File: src/rtl/exec_unit_pipe.sv
// exec_unit_pipe
//   Registered execute stage between decode/register-read and memory.
//   Picks forwarded or register/immediate operands, runs the ALU, and
//   registers result, first operand and status {written, C, N, Z}.
//   Operations are accepted through a valid/ready handshake. A synchronous
//   flush kills work that is still in flight.
//
//   Optional feature macro: EXEC_MUL_EN
//     defined   - opcode 4'b1011 is an iterative shift-add multiply
//                 (one multiplier bit per cycle, WIDTH cycles busy)
//     undefined - no multiplier; 4'b1011 decodes as ADD; in_ready is always 1
//
// Ports
//   clk, rst_n              clock, asynchronous active-low reset
//   in_valid / in_ready     operation handshake
//   flush                   synchronous kill of accept / in-flight multiply
//   imm_or_reg              1: op2 base is reg_dst, 0: immediate
//   sel_src, sel_dst        forwarding select (01 EX, 10 MEM, else register)
//   alu_ctrl                operation code
//   reg_src, reg_dst, immediate, src/dst_from_ex, src/dst_from_mem  operands
//   out_valid               one-cycle pulse when new results are written
//   alu_result, alu_first_operand, status   registered results
module exec_unit_pipe #(
  parameter int WIDTH = 16,
  parameter int CNT_W = $clog2(WIDTH) + 1
) (
  input  logic             clk,
  input  logic             rst_n,
  input  logic             in_valid,
  output logic             in_ready,
  input  logic             flush,
  input  logic             imm_or_reg,
  input  logic [1:0]       sel_src,
  input  logic [1:0]       sel_dst,
  input  logic [3:0]       alu_ctrl,
  input  logic [WIDTH-1:0] reg_src,
  input  logic [WIDTH-1:0] reg_dst,
  input  logic [WIDTH-1:0] immediate,
  input  logic [WIDTH-1:0] src_from_ex,
  input  logic [WIDTH-1:0] dst_from_ex,
  input  logic [WIDTH-1:0] src_from_mem,
  input  logic [WIDTH-1:0] dst_from_mem,
  output logic             out_valid,
  output logic [WIDTH-1:0] alu_result,
  output logic [WIDTH-1:0] alu_first_operand,
  output logic [3:0]       status
);

  logic [WIDTH-1:0] w_op1, w_op2, w_op2_base, w_res;
  logic [WIDTH:0]   w_wide;
  logic             w_c, w_accept, w_mul_op, w_sc_done, w_mul_done;
  logic [3:0]       w_st;
  logic [WIDTH-1:0] w_mul_res, w_mul_op1;
  logic [3:0]       w_mul_st;

  // Operand forwarding
  always_comb begin
    w_op2_base = imm_or_reg ? reg_dst : immediate;
    case (sel_src)
      2'b01:   w_op1 = src_from_ex;
      2'b10:   w_op1 = src_from_mem;
      default: w_op1 = reg_src;
    endcase
    case (sel_dst)
      2'b01:   w_op2 = dst_from_ex;
      2'b10:   w_op2 = dst_from_mem;
      default: w_op2 = w_op2_base;
    endcase
  end

  // Single-cycle ALU. Shifts run one bit wider so the last bit shifted out
  // lands in the extra bit; amounts of 0 or beyond WIDTH leave it clear.
  always_comb begin
    w_wide = '0;
    w_res  = '0;
    w_c    = 1'b0;
    case (alu_ctrl)
      4'b0001: begin
        w_wide = {1'b0, w_op2} - {1'b0, w_op1};
        w_res  = w_wide[WIDTH-1:0];
        w_c    = w_wide[WIDTH];
      end
      4'b0010: w_res = w_op1 & w_op2;
      4'b0011: w_res = w_op1 | w_op2;
      4'b0100: begin
        w_wide = {1'b0, w_op1} << w_op2;
        w_res  = w_wide[WIDTH-1:0];
        w_c    = w_wide[WIDTH];
      end
      4'b0101: begin
        w_wide = {w_op1, 1'b0} >> w_op2;
        w_res  = w_wide[WIDTH:1];
        w_c    = w_wide[0];
      end
      4'b0110: w_res = ~w_op1;
      4'b0111: w_res = w_op2;
      4'b1000: begin
        w_wide = {1'b0, w_op1} + {{WIDTH{1'b0}}, 1'b1};
        w_res  = w_wide[WIDTH-1:0];
        w_c    = w_wide[WIDTH];
      end
      4'b1001: begin
        w_wide = {1'b0, w_op1} - {{WIDTH{1'b0}}, 1'b1};
        w_res  = w_wide[WIDTH-1:0];
        w_c    = w_wide[WIDTH];
      end
      4'b1010: w_res = w_op1;
      default: begin
        w_wide = {1'b0, w_op1} + {1'b0, w_op2};
        w_res  = w_wide[WIDTH-1:0];
        w_c    = w_wide[WIDTH];
      end
    endcase
    w_st = {1'b1, w_c, w_res[WIDTH-1], ~|w_res};
  end

  assign w_accept  = in_valid & in_ready & ~flush;
  assign w_sc_done = w_accept & ~w_mul_op;

`ifdef EXEC_MUL_EN
  typedef enum logic {IDLE, MUL_BUSY} state_t;

  state_t             r_state, w_state_nxt;
  logic [CNT_W-1:0]   r_cnt;
  logic [2*WIDTH-1:0] r_mcand, r_acc, w_acc_step;
  logic [WIDTH-1:0]   r_mplier, r_mop1;

  assign w_mul_op   = (alu_ctrl == 4'b1011);
  assign w_acc_step = r_acc + (r_mplier[0] ? r_mcand : '0);
  assign w_mul_res  = w_acc_step[WIDTH-1:0];
  assign w_mul_op1  = r_mop1;
  assign w_mul_st   = {1'b1, |w_acc_step[2*WIDTH-1:WIDTH],
                       w_acc_step[WIDTH-1], ~|w_acc_step[WIDTH-1:0]};

  always_ff @(posedge clk or negedge rst_n) begin
    if (!rst_n) r_state <= IDLE;
    else        r_state <= w_state_nxt;
  end

  // The final multiplier bit is folded in on the same edge that writes the
  // result, so completion is detected while the counter still reads 1.
  always_comb begin
    w_state_nxt = r_state;
    in_ready    = 1'b0;
    w_mul_done  = 1'b0;
    case (r_state)
      IDLE: begin
        in_ready = 1'b1;
        if (in_valid && !flush && w_mul_op) w_state_nxt = MUL_BUSY;
      end
      MUL_BUSY: begin
        if (flush) begin
          w_state_nxt = IDLE;
        end else if (r_cnt == CNT_W'(1)) begin
          w_state_nxt = IDLE;
          w_mul_done  = 1'b1;
        end
      end
      default: w_state_nxt = IDLE;
    endcase
  end

  always_ff @(posedge clk or negedge rst_n) begin
    if (!rst_n) begin
      r_cnt    <= '0;
      r_mcand  <= '0;
      r_acc    <= '0;
      r_mplier <= '0;
      r_mop1   <= '0;
    end else if (r_state == IDLE) begin
      if (w_accept && w_mul_op) begin
        r_cnt    <= CNT_W'(WIDTH);
        r_mcand  <= {{WIDTH{1'b0}}, w_op1};
        r_mplier <= w_op2;
        r_acc    <= '0;
        r_mop1   <= w_op1;
      end
    end else if (flush) begin
      r_cnt <= '0;
    end else begin
      r_cnt    <= r_cnt - CNT_W'(1);
      r_acc    <= w_acc_step;
      r_mcand  <= r_mcand << 1;
      r_mplier <= r_mplier >> 1;
    end
  end
`else
  assign w_mul_op   = 1'b0;
  assign w_mul_done = 1'b0;
  assign w_mul_res  = '0;
  assign w_mul_op1  = '0;
  assign w_mul_st   = '0;
  assign in_ready   = 1'b1;
`endif

  always_ff @(posedge clk or negedge rst_n) begin
    if (!rst_n) begin
      out_valid         <= 1'b0;
      alu_result        <= '0;
      alu_first_operand <= '0;
      status            <= '0;
    end else begin
      out_valid <= w_sc_done | w_mul_done;
      if (w_sc_done) begin
        alu_result        <= w_res;
        alu_first_operand <= w_op1;
        status            <= w_st;
      end else if (w_mul_done) begin
        alu_result        <= w_mul_res;
        alu_first_operand <= w_mul_op1;
        status            <= w_mul_st;
      end
    end
  end

endmodule

File: config.mk
export PLATFORM = sky130hd
export DESIGN_NAME = exec_unit_pipe
export DESIGN_NICKNAME = d
export VERILOG_FILES = /design/src/rtl/exec_unit_pipe.sv
export SDC_FILE = /design/constraint.sdc
export NUM_CORES = 1
export LEC_CHECK = 0
export ABC_AREA = 1
export BUFFER_PORTS_ARGS = -buffer_cell sky130_fd_sc_hd__clkbuf_2
export CORE_MARGIN = 1.5
export CORE_UTILIZATION = 32
export CTS_CLUSTER_DIAMETER = 30
export CTS_CLUSTER_SIZE = 25
export DETAILED_ROUTE_END_ITERATION = 6
export PLACE_DENSITY = 0.6
export SYNTH_ARGS = -nofsm -noshare
export SYNTH_HDL_FRONTEND = slang
export SYNTH_SLANG_ARGS = --single-unit
File: constraint.sdc
create_clock -name clk -period 0.9 [get_ports clk]
set_input_delay 0.045 -clock clk [delete_from_list [all_inputs] [get_ports clk]]
set_output_delay 0.045 -clock clk [all_outputs]
set_load 0.02 [all_outputs]
==> results.sh <==
export IMPL_run_status="finished, violations left"
export IMPL_failed_checks="negative setup slack"
export IMPL_hold_path_class="in -> reg"
export IMPL_setup_ws_pre_cts_ns=-2.47
export IMPL_share_comb_of_total_power_pct=75.9
export IMPL_final_hold_worst_slack_ns=0.112
export IMPL_final_layout_size_suffix_gt1_share_pct=45.4
export IMPL_cellPowerDensity_nw_per_um2=1380
export IMPL_ys_warn_count=0
export IMPL_floorplan_die_height_um=155
export IMPL_r2r_start="status[3]$_DFFE_PN0P_"
export IMPL_synth_area_leader_cell="nand2_1"
export IMPL_floorplan_initialDensity_pct=32.7
export IMPL_min_period_ns=2.89
export IMPL_floorplan_io_pins=163
export IMPL_largest_net_degree_at_the_start_of_global_routing=37
export IMPL_clk_transition_reported_paths_ns=0.06
export IMPL_hold_path_startpoint="flush"
export IMPL_wl_met3_um=1990
export IMPL_fin_clk_skew_ns=0
export IMPL_synth_cell_types=60
export IMPL_vias_in_the_first_global_route=10300
export IMPL_dpl_cell_area_um2=10800
export IMPL_fp_dieArea_um2=24100
export IMPL_synth_edff_count=0
export IMPL_synthArstFlopShare_pct=100
export IMPL_tightestPinTransition_ns=0.548
export IMPL_synth_top_cells_by_count="388 x nand2_1, 184 x nand3_1, 103 x inv_1"
export IMPL_cts_tree="built"
export IMPL_dr_max_layer_used="met4"
export IMPL_place_hpwl_um=28800
export IMPL_finalCoreUtilization_pct=54.7
export IMPL_critical_path_arrival_ns=3.12
export IMPL_startpoint="sel_dst[0]"
export IMPL_met2_wirelength_um=17100
export IMPL_vias_per_cell=5.24
export IMPL_clockPowerShare_pct=11.7
export IMPL_worstSkewPairLatency_ns=0.28
export IMPL_die_w_um=155
export IMPL_first_pass_grt_wire_length_um=55400
export IMPL_ys_seq_elements=36
export IMPL_syn_nets=1442
export IMPL_seq_area_frac_synth_pct=12.1
export IMPL_clkSinkCount=36
export IMPL_globalRouteTotalUtil_pct=29.7
export IMPL_drt_pre_antenna_iters=5
export IMPL_layout_worst_path_cycle_share_pct=321
export IMPL_h_tree_depth=2
export IMPL_p_int_w=0.00912
export IMPL_route_detailed_wl_per_inst_um=18.0
export IMPL_rsz_0062_raised_after_global_routing="true"
export IMPL_clock_fmax_mhz=346
export IMPL_port_buffers=161
export IMPL_yosys_area_top_type_share_pct=19.6
export IMPL_crit_path_end_kind="register"
export IMPL_floorplan_rows=55
export IMPL_coreArea_um2=22700
export IMPL_worst_ep_required_time_ns=1.13
export IMPL_cts_inserted_buffers=5
export IMPL_switchingPower_w=0.00807
export IMPL_area_growth_syn_to_layout_pct=67.4
export IMPL_netSwitchingFraction_pct=47.0
export IMPL_cell_with_the_most_instances_after_synthesis="nand2_1"
export IMPL_grt_antenna_before_repair=0
export IMPL_placedCellCount=1942
export IMPL_insertedDiodeCount=0
export IMPL_critical_path_max_fanout=7
export IMPL_synthCells=1261
export IMPL_drt_antenna_violating_nets=0
export IMPL_slew_headroom_pct=63.1
export IMPL_netlist_area_um2=7420
export IMPL_place_congestion=0.978
export IMPL_setup_viol=34
export IMPL_route_final_wire_length_um=35700
export IMPL_drt_drc_violations_left=0
export IMPL_post_synth_cell_area_avg_um2=5.89
export IMPL_fillCellCount=2225
export IMPL_cp_start_kind="primary input"
export IMPL_ctsRootBufferMaster="clkbuf_16"
export IMPL_finalHoldViolations=0
export IMPL_detail_route_wirelength_met1_um=14700
export IMPL_grt_overflow_total=0
export IMPL_route_vias_total=10400
export IMPL_critPathKind="in -> reg"
export IMPL_final_cell_count_no_fill=1984
export IMPL_layout_cell_area_non_filler_um2=12400
export IMPL_synth_flop_cell="dfrtp_1"
export IMPL_net_count_reported_at_finish=1879
export IMPL_power_frac_seq_pct=12.4
export IMPL_drtIter0Drc=605
export IMPL_vdd_ir_drop_max_v=0.00107
export IMPL_drv_cap=0
export IMPL_final_critical_path_setup_slack_ns=-1.99
export IMPL_report_final_slew_viol_count=0
export IMPL_synthTopCellsByArea="nand2_1 20%, nand3_1 12%, dfrtp_1 12%, ha_1 9.1%, inv_1 5.2%"
export IMPL_p_leak_nw=6.31
export IMPL_number_of_buffers_on_the_longest_clock_path=2
==> per-stage QoR <==
stage | TNS (ns) | power (W)
after floorplan | -33.15 | 0.00816
after global placement | -46.86 | 0.0129
after detailed placement | -47.95 | 0.0130
after CTS | -32.23 | 0.0165
after global routing | -36.20 | 0.0183
final | -33.01 | 0.0172
==> worst paths after layout <==
kind,end,slack [ns],cells past startpoint
max,status[0]$_DFFE_PN0P_,-1.99,26
min,out_valid$_DFF_PN0_,0.11,3
max reg2reg,status[3]$_DFFE_PN0P_,0.12,1
min reg2reg,status[3]$_DFFE_PN0P_,0.47,1
max in group asynchronous,alu_result[0]$_DFFE_PN0P_,0.45,3
min in group asynchronous,status[3]$_DFFE_PN0P_,0.26,3
==> routing by layer <==
metal	vias up	GRT usage, %
met1	4794	35.5
met5	-	0
met3	108	3.87
met2	375	52.5
met4	0	14.2
li1	5125	-
==> timing repair <==
action	CTS	global route
resized for setup	191	94
setup endpoints to repair	36	46
pin swaps	69	28
buffers inserted	21	12
hold buffers	1	0
hold endpoints to repair	36	0
==> layout by cell type, fill, tap and decap left out, types with 15 or more instances in the layout <==
| master | n |
|---|---|
| nand2_1 | 354 |
| buf_4 | 275 |
| clkbuf_2 | 145 |
| nand3_1 | 132 |
| inv_1 | 84 |
| nor2_1 | 81 |
| nand3_2 | 49 |
| buf_6 | 42 |
| nand2_2 | 41 |
| a21oi_1 | 40 |
| dfrtp_1 | 36 |
| ha_1 | 34 |
| o21ai_0 | 31 |
| o21ai_1 | 26 |
| inv_2 | 25 |
| nand4_1 | 25 |
| o21ai_4 | 23 |
| ha_4 | 18 |
| nor2_2 | 15 |
==> flip-flops by register name, summed over array words and instances (netlist names) <==
| signal | cells |
|---|---|
| alu_result | 15 |
| status | 4 |
| alu_first_operand | 16 |
| out_valid | 1 |
==> power by group through the flow <==
stage | Combinational [W] | Clock (W) | Sequential, W
floorplan | 0.00563 | 0 | 0.00253
global placement | 0.0108 | 0 | 0.00214
detailed placement | 0.0108 | 0 | 0.00214
CTS | 0.0123 | 0.00206 | 0.00212
global route | 0.0140 | 0.00212 | 0.00217
finish | 0.0130 | 0.00201 | 0.00213
==> layout make-up <==
class / instances / area, um^2 / area share (%)
clock inverters: 2 / 35.0 / 0.282
well taps: 285 / 357 / 2.87
clock buffers: 6 / 129 / 1.04
flip-flops and latches: 36 / 901 / 7.25
inverters: 123 / 522 / 4.20
repair buffers: 487 / 3690 / 29.7
multi-input cells: 1045 / 6800 / 54.7
==> cells by family (layout without fill, tap and decap cells) <==
group           count (synthesis)  in the layout  share of synthesized area [%]
fa+ha+maj                      56             56                           9.64
mux                             1              1                          0.135
flops                          36             36                           12.1
buf+inv                       180            618                           11.1
other cells                     1              1                         0.0505
compound gates                215            215                           18.6
simple gates                  764            764                           47.4
xor+xnor                        8              8                          0.944
==> worst max-delay path: stages <==
cell and delay, ns:
clkbuf_16 0.12, inv_8 0.03, ha_4 0.33, buf_8 0.15, buf_6 0.11, nand3_4 0.07
o21ai_4 0.07, inv_2 0.07, ha_4 0.25, buf_6 0.12, a21oi_2 0.13, nand2_2 0.12
nand3_2 0.10, nand3_2 0.09, nand3_2 0.08, o211ai_1 0.11, nand2_1 0.12, nand2_1 0.07
a21oi_2 0.18, nand2_1 0.09, nor3b_4 0.17, nor2_4 0.12, nand2_1 0.07, nor2_1 0.12
nand3_1 0.08, nand2_1 0.06
Note: power is estimated with default switching activity, not from simulation.
